`src/rtl/coproc_bridge.sv`:
```
// -----------------------------------------------------------------------------
// coproc_bridge
//   Bridge between the 32-bit processor bus and an attached coprocessor
//   module. Commands addressed to this bridge are captured on a rising match
//   and queued in a request FIFO. They are handed to the module one at a time
//   with a start pulse. Each result is posted back on the bus as an addressed
//   word, together with a one-cycle interrupt pulse.
//
//   Optional feature macro: COPROC_TIMEOUT_EN
//     When defined, a watchdog posts an error word if the module does not
//     answer within TIMEOUT cycles of the start.
//
// Ports
//   clk         sole clock, rising edge
//   rst         asynchronous active-low reset
//   devaddrin   address this bridge accepts commands on
//   devaddrout  address stamped into posted results
//   in          bus word: [BUS_W-1] valid, [BUS_W-2 -: ADDR_W] address,
//               [DATA_W-1:0] payload
//   out         last posted word, held until the next post
//   mrdy        module result valid
//   mout        module result
//   min         command payload to the module (registered)
//   mstart      one-cycle start pulse (registered)
//   irq         one-cycle pulse coincident with each post
//   busy        FSM not idle or FIFO non-empty
//   ovf         sticky: a command was dropped on a full FIFO
//   dbg_state   FSM state for observation (0 = IDLE, 1 = WAIT)
//
// Handshake: a command is accepted only on the cycle its match first rises.
// The module sees exactly one mstart per command; it answers by raising mrdy
// with mout valid for at least one cycle while the bridge waits. mrdy is
// sampled on the rising edge and ignored when the bridge is idle.
// -----------------------------------------------------------------------------
module coproc_bridge #(
   parameter int ADDR_W     = 2,
   parameter int DATA_W     = 24,
   parameter int BUS_W      = 32,
   parameter int FIFO_DEPTH = 4,
   parameter int TIMEOUT    = 255
) (
   input  logic              clk,
   input  logic              rst,
   input  logic [ADDR_W-1:0] devaddrin,
   input  logic [ADDR_W-1:0] devaddrout,
   input  logic [BUS_W-1:0]  in,
   output logic [BUS_W-1:0]  out,
   input  logic              mrdy,
   input  logic [DATA_W-1:0] mout,
   output logic [DATA_W-1:0] min,
   output logic              mstart,
   output logic              irq,
   output logic              busy,
   output logic              ovf,
   output logic              dbg_state
);

   localparam int PTR_W = (FIFO_DEPTH > 1) ? $clog2(FIFO_DEPTH) : 1;
   localparam int CNT_W = PTR_W + 1;
   localparam int GAP_W = BUS_W - DATA_W - ADDR_W - 2;

   // Elaboration-time sanity check of the parameter set.
   if (BUS_W < DATA_W + ADDR_W + 2 || FIFO_DEPTH < 2 ||
       (FIFO_DEPTH & (FIFO_DEPTH - 1)) != 0 || TIMEOUT < 1) begin : g_bad_params
      $error("coproc_bridge: illegal parameter combination");
   end

   // Bus bits between the error flag position and the payload carry nothing.
   if (GAP_W > 0) begin : g_gap
      logic unused_gap;
      assign unused_gap = ^in[BUS_W-ADDR_W-3:DATA_W];
   end

   typedef enum logic {
      S_IDLE = 1'b0,
      S_WAIT = 1'b1
   } state_t;

   state_t state, state_d;

   // ---------------------------------------------------------------- decode
   logic match, match_prev, accept;

   assign match  = in[BUS_W-1] && (in[BUS_W-2 -: ADDR_W] == devaddrin);
   assign accept = match && !match_prev;

   // ---------------------------------------------------------------- fifo
   logic [DATA_W-1:0] mem [FIFO_DEPTH];
   logic [PTR_W-1:0]  wr_ptr, rd_ptr;
   logic [CNT_W-1:0]  count;
   logic              empty, full, push, pop, drop;

   assign empty = (count == '0);
   assign full  = (count == CNT_W'(FIFO_DEPTH));
   // A pop on the same edge frees a slot, so a full FIFO can still take a push.
   assign push  = accept && (!full || pop);
   assign drop  = accept && full && !pop;

   always_ff @(posedge clk) begin
      if (push) begin
         mem[wr_ptr] <= in[DATA_W-1:0];
      end
   end

   always_ff @(posedge clk or negedge rst) begin
      if (!rst) begin
         wr_ptr <= '0;
         rd_ptr <= '0;
         count  <= '0;
      end else begin
         if (push) begin
            wr_ptr <= wr_ptr + 1'b1;
         end
         if (pop) begin
            rd_ptr <= rd_ptr + 1'b1;
         end
         case ({push, pop})
            2'b10:   count <= count + 1'b1;
            2'b01:   count <= count - 1'b1;
            default: count <= count;
         endcase
      end
   end

   // ---------------------------------------------------------------- watchdog
   logic post, post_err;

`ifdef COPROC_TIMEOUT_EN
   localparam int WD_W = $clog2(TIMEOUT + 1);
   localparam logic [WD_W-1:0] WD_LAST = WD_W'(TIMEOUT - 1);

   logic [WD_W-1:0] wd_cnt;
   logic            wd_expired;

   // The count is cleared on the edge that enters WAIT and advances on every
   // WAIT edge, so expiry lands TIMEOUT edges after entry.
   assign wd_expired = (wd_cnt == WD_LAST);

   always_ff @(posedge clk or negedge rst) begin
      if (!rst) begin
         wd_cnt <= '0;
      end else if (pop) begin
         wd_cnt <= '0;
      end else if (state == S_WAIT) begin
         wd_cnt <= wd_cnt + 1'b1;
      end
   end
`endif

   // ---------------------------------------------------------------- fsm
   always_ff @(posedge clk or negedge rst) begin
      if (!rst) begin
         state <= S_IDLE;
      end else begin
         state <= state_d;
      end
   end

   always_comb begin
      state_d  = state;
      pop      = 1'b0;
      post     = 1'b0;
      post_err = 1'b0;
      case (state)
         S_IDLE: begin
            if (!empty) begin
               pop     = 1'b1;
               state_d = S_WAIT;
            end
         end
         S_WAIT: begin
            // A result arriving on the expiry edge takes precedence.
            if (mrdy) begin
               post    = 1'b1;
               state_d = S_IDLE;
            end
`ifdef COPROC_TIMEOUT_EN
            else if (wd_expired) begin
               post     = 1'b1;
               post_err = 1'b1;
               state_d  = S_IDLE;
            end
`endif
         end
         default: state_d = S_IDLE;
      endcase
   end

   // ---------------------------------------------------------------- post word
   logic [BUS_W-1:0] post_word;

   always_comb begin
      post_word                      = '0;
      post_word[BUS_W-1]             = 1'b1;
      post_word[BUS_W-2 -: ADDR_W]   = devaddrout;
      post_word[BUS_W-2-ADDR_W]      = post_err;
      post_word[DATA_W-1:0]          = post_err ? '0 : mout;
   end

   // ---------------------------------------------------------------- outputs
   always_ff @(posedge clk or negedge rst) begin
      if (!rst) begin
         match_prev <= 1'b0;
         ovf        <= 1'b0;
         mstart     <= 1'b0;
         min        <= '0;
         irq        <= 1'b0;
         out        <= '0;
      end else begin
         match_prev <= match;
         if (drop) begin
            ovf <= 1'b1;
         end
         mstart <= pop;
         if (pop) begin
            min <= mem[rd_ptr];
         end
         irq <= post;
         if (post) begin
            out <= post_word;
         end
      end
   end

   assign busy      = (state != S_IDLE) || !empty;
   assign dbg_state = (state == S_WAIT);

endmodule
```
`config.mk`:
```
export PLATFORM = sky130hd
export DESIGN_NAME = coproc_bridge
export DESIGN_NICKNAME = d
export VERILOG_FILES = /design/src/rtl/coproc_bridge.sv
export SDC_FILE = /design/constraint.sdc
export NUM_CORES = 1
export LEC_CHECK = 0
export ABC_AREA = 1
export CAP_MARGIN = 20
export CORE_UTILIZATION = 40
export DETAILED_ROUTE_END_ITERATION = 8
export GPL_ROUTABILITY_DRIVEN = 0
export PLACE_DENSITY = 0.72
export SYNTH_ARGS = -nofsm -noshare
export SYNTH_HDL_FRONTEND = slang
export SYNTH_SLANG_ARGS = --single-unit
export TNS_END_PERCENT = 30
```
`constraint.sdc`:
```
create_clock -name clk -period 3 [get_ports clk]
set_clock_uncertainty 0.1 [all_clocks]
set_input_delay 0.75 -clock clk [delete_from_list [all_inputs] [get_ports clk]]
set_output_delay 0.75 -clock clk [all_outputs]
set_load 0.1 [all_outputs]
```
==> results.md <==
* Worst Path Arrival at 2.30 ns
* Reg2reg setup slack at 0.91 ns
* Crit path time final at 2.288 ns
* Worst Tran Pin Value at 0.8695 ns
* CP required at 3.01 ns
* Max Cap Violations at 0
* Ys flop type: edfxtp_1
* Synth warn at 0
* Setup total negative slack at 0 ns
* Final ANT Viol Nets at 0
* Sequential cell area at 4461 µm²
* Post-synthesis sequential element count at 159
* Global-route wire length before repair at 20580 µm
* Slowest stage delay, CP at 0.48 ns
* CP Class: input pin to flop
* Layout cells sized above 1 at 17.78%
* CP Cell Sequence: clkdlybuf4s50_1, inv_1, nand2_1, nand2_2, nor3_2, nand2_1, nor2_2, buf_12
* Crit end category: flop
* Total GRT Usage at 17.14%
* Most frequent cells in the layout: nor2_1, edfxtp_1, nand2_1
* Syn-to-layout area delta at 28.25%
* Max-slew violations at 0
* Core outline area at 15200 µm²
* Io pins at 124
* TritonCTS clock tree: yes
* Delay-heaviest family, CP: simple AND/OR/NAND/NOR gates
* CP Buf/Inv Count at 3
* F_max at 0.4371 GHz
* Vias at 4070
* CTS Hold Bufs at 0
* Full die area at 16060 µm²
* CTS clk-pin slew, worst paths at 0.06 ns
* Wirelength per Cell at 15.28 µm
* Number of CTS-inserted buffers at 17
* NumNets Final at 713
* Number of setup buffers added after CTS at 0
* Final core occ at 52.50%
* Starting DRT DRC Count at 211
* Critical Path Fanout Max at 24
* Clock sinks at 159
* Worst R2R Path Depth at 12
* Die Height at 126.7 µm
* DRC viols at 0
* Commonest non-fill, non-tap cell in the layout: nor2_1
* Synth top area share at 46.32%
* Cells after DPL at 814
* CP Depth at 8
* Cells after synthesis at 530
* Yosys top cell by area: edfxtp_1
* Most frequent CP cell: nand2_1
* DR pass1 iterations at 5
* Normalized max-slew margin at 42.04%
* Root Buffer: clkbuf_16
* Post-route non-filler standard cell count at 846
* CTS max path bufs at 2
* Asr flop ratio synth at 39.62%
* Hold Vio Cnt, Final at 0
* Largest net degree at the start of global routing at 53
* Unique masters post-synth at 32
* Area of the multi-input gates at 1501 µm²
* Final setup vio count at 0
* RSZ-0062 raised after global routing: no
* Antenna violations before repair at 0
* Overflow after GRT at 0
* Slowest library cell on the worst path: clkdlybuf4s50_1
* PostCTS Resize Cnt at 0
* Post-Syn Area at 6223 µm²
* Antenna Cells at 0
* Top cells by area, synth: edfxtp_1, dfrtp_1, nor2_1
* Port Buf Inserts at 113
* Fill cells at 1300
* Post-DP HPWL at 7706 µm
* Initial Utilization at 40.94%
* Clock Latency Late Sink at 0.42 ns
* Via count of the first global-routing pass at 4145
* H-tree levels at 4
* Row Count at 45
* Number of synthesized flops with an enable pin at 96
* Average size of a mapped cell at 11.74 µm²
* Status: finished clean
* Hold WC Path Type: input pin to async pin
* Vias per inst at 4.811
* Kind of launch point of the worst setup path: input pin
* Crit share post-route at 76.27%
* Drt total wl at 12930 µm
* Register area share after synthesis at 71.65%
* Chip width at 126.7 µm
[registers in the layout, summed over array words and instances, names as in the netlist]
register    count
mem            96
out            27
min            24
count           3
rd_ptr          2
wr_ptr          2
dbg_state       1
irq             1
match_prev      1
mstart          1
ovf             1
[metrics by stage]
step	hold WS, ns	cell area (µm²)	setup slack [ns]
3_5_place_dp	0.3627	7393	0.2691
3_3_place_gp	0.3551	7393	0.3334
5_1_grt	0.3926	7981	0.5743
4_1_cts	0.3654	7981	0.7049
6_report	0.3421	7981	0.7120
2_1_floorplan	0.3544	6238	0.2051
[worst paths after layout]
kind / from / endpoint
max in group asynchronous: rst / rd_ptr[0]
max: in[30] / mem[3][13]
min: rst / out[2]
min reg2reg: out[17] / out[17]
max reg2reg: count[0] / count[2]
min in group clk: out[17] / out[17]
[logic make-up after synthesis]
kind of cell	after synthesis	synth area share, %
compound gates	75	6.554
buf+inv	50	4.624
flops	159	71.65
xor+xnor	3	0.5429
fa+ha+maj	5	1.126
other cells	1	0.06026
simple gates	237	15.44
[cells in the mapped netlist, types with 2 or more instances]
master / count
buf_6: 8
clkbuf_1: 6
o21ai_1: 8
dfrtp_1: 63
nand2_1: 89
ha_1: 4
nand2_4: 2
nor2_1: 128
buf_2: 10
inv_2: 2
buf_4: 6
o21ai_0: 41
xor2_1: 2
inv_1: 16
a31oi_1: 24
edfxtp_1: 96
nand2_2: 5
nand3_1: 6
[routing by layer]
layer | track usage, % | share of wire [%] | vias to the layer above | wire length, µm
li1 | - | - | 1998 | -
met1 | 20.84 | 43 | 1915 | 5548
met2 | 28.79 | 49 | 145 | 6367
met3 | 4.977 | 6.4 | 12 | 830
met4 | 6.863 | 1.4 | 0 | 181
met5 | 0 | 0 | - | 0
[layout make-up]
cell class,count,area share [%]
clock buffer,20,5.722
clock inverter,12,1.646
inverter,20,1.003
multi-input combinational,325,18.81
sequential,159,55.89
tap,188,2.947
timing repair buffer,122,13.98
[worst reg2reg max path, delay by kind of cell, from the launching register on]
| kind | cells | cell delay [ns] |
|---|---|---|
| buf+inv | 4 | 0.34 |
| flops | 1 | 0.45 |
| simple gates | 7 | 0.75 |
| fa+ha+maj | 1 | 0.40 |
Power is not shown: default switching activity piles up to over one toggle a cycle in this logic, so the estimate is an artifact.
==> RTL edit 1 (same settings) <==
Change the parameter `ADDR_W` from 2 to 4. Comments in the files are not updated.
--- a/src/rtl/coproc_bridge.sv
+++ b/src/rtl/coproc_bridge.sv
@@ -33,7 +33,7 @@
 // sampled on the rising edge and ignored when the bridge is idle.
 // -----------------------------------------------------------------------------
 module coproc_bridge #(
-   parameter int ADDR_W     = 2,
+   parameter int ADDR_W     = 4,
    parameter int DATA_W     = 24,
    parameter int BUS_W      = 32,
    parameter int FIFO_DEPTH = 4,
Interface: changed (resized devaddrin and devaddrout); port bits go from 124 to 128. The function was not compared with the original's and may differ.
==> RTL edit 1 against the unedited design <==
Final area increased by 3.0%. Routed wire length increased by 4.4%. Worst hold slack got worse by 82 ps. Area after synthesis increased by 2.0%. Critical path depth increased by 6. Count of clock-buffer cells in the layout decreased by 2. Sequential cell count increased by 2. Via count increased by 5.9%. Register-to-register slack got worse by 220 ps. Setup slack got worse by 210 ps. Highest routed layer is now met5.
Power is not shown: default switching activity piles up to over one toggle a cycle in this logic, so the estimate is an artifact.
==> RTL edit 1: results (changes against the unedited design) <==
HPWL Detailed - 8600 um (was 7710 um)
share of cells above drive strength 1 - 18.8% (was 17.8%)
sequential-to-total area share from yosys stat - 71.0% (was 71.7%)
Worst Path Arrival - 2760 ps (was 2300 ps)
fin cells - 904 (was 846)
placed insts - 872 (was 814)
vias in the first global route - 4,266 (was 4,145)
R2R depth - 9 (was 12)
fillers - 1,293 (was 1,300)
Antenna Cells - 0 (unchanged)
YS warnings - 0 (unchanged)
number of antenna violations at the first check in global routing - 1 (was 0)
CP Max Fanout - 4 (was 24)
largest net degree at the start of global routing - 54 (was 53)
Iteration-0 DRC Markers - 242 (was 211)
Post-synth EDFFs - 96 (unchanged)
asr flop ratio synth - 40.4% (was 39.6%)
DR vias/cell - 4.77 (was 4.81)
Slew HR - 49.1% (was 42.0%)
status - complete, no violations (unchanged)
Initial DRT Pass Iterations - 4 (was 5)
gr usage total - 17.6% (was 17.1%)
post-CTS setup buffers - 0 (unchanged)
Reg clk slew, reported paths - 60 ps (about the same)
root buffer cell - clkbuf_16 (unchanged)
ranking of synthesized cells by area - edfxtp_1 (45%), dfrtp_1 (26%), nor2_1 (7.5%) (was edfxtp_1 (46%), dfrtp_1 (25%), nor2_1 (7.7%))
worst hold path class - input pin to async pin (unchanged)
Avg Inst Size Synth - 11.4 um^2 (was 11.7 um^2)
CTS H-Tree Depth - 4 (unchanged)
GRT overflow - 0 (unchanged)
biggest regs - mem x96, out x29, min x24 (was mem x96, out x27, min x24)
Clk Latency, worst-skew pair - 420 ps (about the same)
most frequent cells after synthesis - nor2_1 (127), nand2_1 (102), edfxtp_1 (96), dfrtp_1 (65), o21ai_0 (36) (was nor2_1 (128), edfxtp_1 (96), nand2_1 (89), dfrtp_1 (63), o21ai_0 (41))
final WL - 13,500 um (was 12,900 um)
post-cts resize count - 0 (unchanged)
port buffer count - 121 (was 113)
Num CTS Buffers - 17 (unchanged)
maximum clock path buffer count - 2 (unchanged)
number of distinct library cells after synthesis - 31 (was 32)
first-pass GRT wire length - 21,400 um (was 20,600 um)
# nets final - 752 (was 713)
Main synth FF type - edfxtp_1 (unchanged)
## RTL edit 1: changes by cell type in the layout (fill, tap and decap cells not counted), moves of 3 or more
cell,change
clkinv_1,-3
nor2_1,+3
buf_4,+10
o21ai_1,+6
inv_1,+3
inv_2,+4
clkdlybuf4s50_1,+6
nand2_1,+13
o21ai_0,-5
buf_12,-4
## RTL edit 1: worst paths after layout
path,from,end,slack [ps]
worst max-delay path,devaddrin[0],count[2],500
worst min-delay path,rst,out[7],260
worst max register to register,count[0],mem[1][20],690
worst min register to register,ovf,ovf,370
max in group asynchronous,rst,rd_ptr[0],1880
min in group clk,ovf,ovf,370
## RTL edit 1: cells by family after synthesis
kind of cell             synth area share (%)
AND/OR/NAND/NOR                          16.8
flip-flops                               71.0
AO/OA/AOI/OAI                            6.54
buffers and inverters                    3.94
adder cells (fa/ha/maj)                  1.10
XOR/XNOR                                0.532
other                                  0.0591
## RTL edit 1: layout make-up
| cell class | instances | share of cell area [%] |
|---|---|---|
| inverters | 26 | 1.22 |
| multi-input cells | 340 | 19.4 |
| clock inverters | 14 | 1.83 |
| repair buffers | 134 | 14.2 |
| flip-flops and latches | 161 | 54.9 |
| well taps | 211 | 3.21 |
| clock buffers | 18 | 5.22 |
## RTL edit 1: per-stage QoR
stage          setup slack [ps]  utilization, %  cell area, um^2
2_1_floorplan               319               -             6350
3_3_place_gp                149            49.7             7640
3_5_place_dp               43.0            49.7             7640
4_1_cts                     495            53.5             8220
5_1_grt                     302            53.5             8220
6_report                    501            53.5             8220
## RTL edit 1: critical path, cell delays in order
cell and delay, ps:
clkdlybuf4s50_1 480, inv_1 60, a21boi_1 160, nand3_2 150, nor2_8 130, nand2_4 90
nand2_4 90, inv_1 60, fa_1 410, inv_1 100, nand3_1 80, nand3_1 110
nand2_1 50, inv_1 40
## RTL edit 1: layer usage
metal,wire length [um],global-route usage (%),vias to the layer above
met5,13,0,-
met4,150,6.44,2
met3,1130,6.22,14
met2,6630,29.9,159
met1,5560,20.6,2042
li1,-,-,2092
==> RTL edit 2 (same settings) <==
Made on the original files. Remove the register `irq`: a continuous assignment takes its place, so the output `irq` follows one clock earlier. Comments in the files are not updated.
--- a/src/rtl/coproc_bridge.sv
+++ b/src/rtl/coproc_bridge.sv
@@ -204,7 +204,6 @@
          ovf        <= 1'b0;
          mstart     <= 1'b0;
          min        <= '0;
-         irq        <= 1'b0;
          out        <= '0;
       end else begin
          match_prev <= match;
@@ -215,13 +214,14 @@
          if (pop) begin
             min <= mem[rd_ptr];
          end
-         irq <= post;
          if (post) begin
             out <= post_word;
          end
       end
    end
 
+   assign irq = post;
+
    assign busy      = (state != S_IDLE) || !empty;
    assign dbg_state = (state == S_WAIT);
 
Formal check against the unedited RTL: not equivalent (Yosys sat finds a counterexample within 4 cycles, from zero or initial values and one cycle with rst low).
==> RTL edit 2 against the unedited design <==
The run now ends with design-rule violations left. Setup slack lost 190 ps. Sequential cell count shrank 1. Area after synthesis shrank 0.40%. Maximum frequency shrank 7.5%. Final area is essentially flat. Via count grew 1.6%. Largest cell class unchanged. Routed wire length shrank 2.4%.
Power is left out: the tool's default activity adds up to more than one toggle a clock period on the data nets, which glitch-free logic cannot reach.
==> RTL edit 2: results (changes against the unedited design) <==
status - finished, violations left (was complete, no violations)
failing checks - design-rule violations
highest routed layer - met5 (was met4)
CTS H-Tree Depth - 4 (unchanged)
Reg clk slew, reported paths - 60 ps (about the same)
largest net degree at the start of global routing - 53 (unchanged)
final WL - 12,600 um (was 12,900 um)
start of the worst register-to-register path - count[0] (unchanged)
DR vias/cell - 4.86 (was 4.81)
Iteration-0 DRC Markers - 176 (was 211)
ranking of synthesized cells by area - edfxtp_1 (47%), dfrtp_1 (25%), nor2_1 (7.8%) (was edfxtp_1 (46%), dfrtp_1 (25%), nor2_1 (7.7%))
# nets final - 718 (was 713)
share of cells above drive strength 1 - 18.3% (was 17.8%)
number of antenna violations at the first check in global routing - 1 (was 0)
HPWL Detailed - 8230 um (was 7710 um)
# hold bufs at CTS - 0 (unchanged)
worst hold path class - input pin to async pin (unchanged)
number of distinct library cells after synthesis - 32 (unchanged)
YS warnings - 0 (unchanged)
fillers - 1,288 (was 1,300)
drt drc - 2 (was 0)
Antenna Cells - 0 (unchanged)
post-CTS setup buffers - 0 (unchanged)
R2R Setup Slk - 910 ps (about the same)
worst slack, placed - 179 ps (was 269 ps)
gr usage total - 16.6% (was 17.1%)
Num CTS Buffers - 17 (unchanged)
wl on met1 - 5400 um (was 5550 um)
maximum clock path buffer count - 2 (unchanged)
Clk Latency, worst-skew pair - 420 ps (about the same)
Initial DRT Pass Iterations - 8 (was 5)
asr flop ratio synth - 39.2% (was 39.6%)
Post-DP Area - 7390 um^2 (unchanged)
sequential-to-total area share from yosys stat - 71.5% (was 71.7%)
biggest regs - mem x96, out x27, min x24 (unchanged)
first-pass GRT wire length - 20,100 um (was 20,600 um)
port buffer count - 113 (unchanged)
DR WL met2 - 6170 um (was 6370 um)
most frequent cells after synthesis - nor2_1 (128), edfxtp_1 (96), nand2_1 (89), dfrtp_1 (62), o21ai_0 (41) (was nor2_1 (128), edfxtp_1 (96), nand2_1 (89), dfrtp_1 (63), o21ai_0 (41))
Max Slew Vio Count - 0 (unchanged)
Post-synth EDFFs - 96 (unchanged)
met3 WL - 940 um (was 830 um)
worst slew pin tran - 717 ps (was 869 ps)
CP Max Fanout - 2 (was 24)
root buffer cell - clkbuf_16 (unchanged)
R2R depth - 12 (unchanged)
flip-flop and latch area - 4440 um^2 (was 4460 um^2)
r2r endpoint - count[2] (unchanged)
vias in the first global route - 4,037 (was 4,145)
post-cts resize count - 0 (unchanged)
## RTL edit 2: cell count changes after synthesis, sizes merged
cell,before,now
dfrtp,63,62
## RTL edit 2: worst max-delay path by stage
stage	from	endpoint	slack, ps
after floorplan	in[30]	mem[0][0]	210
after global placement	in[30]	mem[2][12]	210
after detailed placement	in[30]	mem[2][12]	180
after CTS	mrdy	irq	530
after global routing	mrdy	irq	480
final	mrdy	irq	530
## RTL edit 2: layout make-up
type,instances,share of cell area (%)
multi-input combinational,325,18.9
clock buffer,21,5.52
timing repair buffer,128,14.2
clock inverter,11,1.80
sequential,158,55.6
inverter,20,1.00
tap,188,2.95
## RTL edit 2: metrics by stage
step / hold slack [ps] / std cells
CTS: 21.0 / 851
global route: 29.8 / 851
global placement: 362 / 819
finish: 43.4 / 851
detailed placement: 369 / 819
floorplan: 354 / 533
## RTL edit 2: logic make-up (layout without fill, tap and decap cells)
kind of cell / after synthesis / in the layout / synth area share [%]
AOI/OAI and AO/OA: 75 / 75 / 6.58
buffers and inverters: 50 / 180 / 4.64
other: 1 / 5 / 0.0605
and+or+nand+nor: 237 / 237 / 15.5
adders and majority gates: 5 / 5 / 1.13
DFF: 158 / 158 / 71.5
xor gates and xnor gates: 3 / 3 / 0.545
## RTL edit 2: per-layer routing
| layer | GRT usage (%) | vias to the layer above |
|---|---|---|
| li1 | - | 2009 |
| met1 | 20.0 | 1973 |
| met2 | 26.9 | 141 |
| met3 | 5.02 | 10 |
| met4 | 8.36 | 2 |
| met5 | 0 | - |
## RTL edit 2: critical path: stages
cell	delay, ps
clkdlybuf4s50_1	440
nand2_2	110
clkinv_1	130
buf_12	190
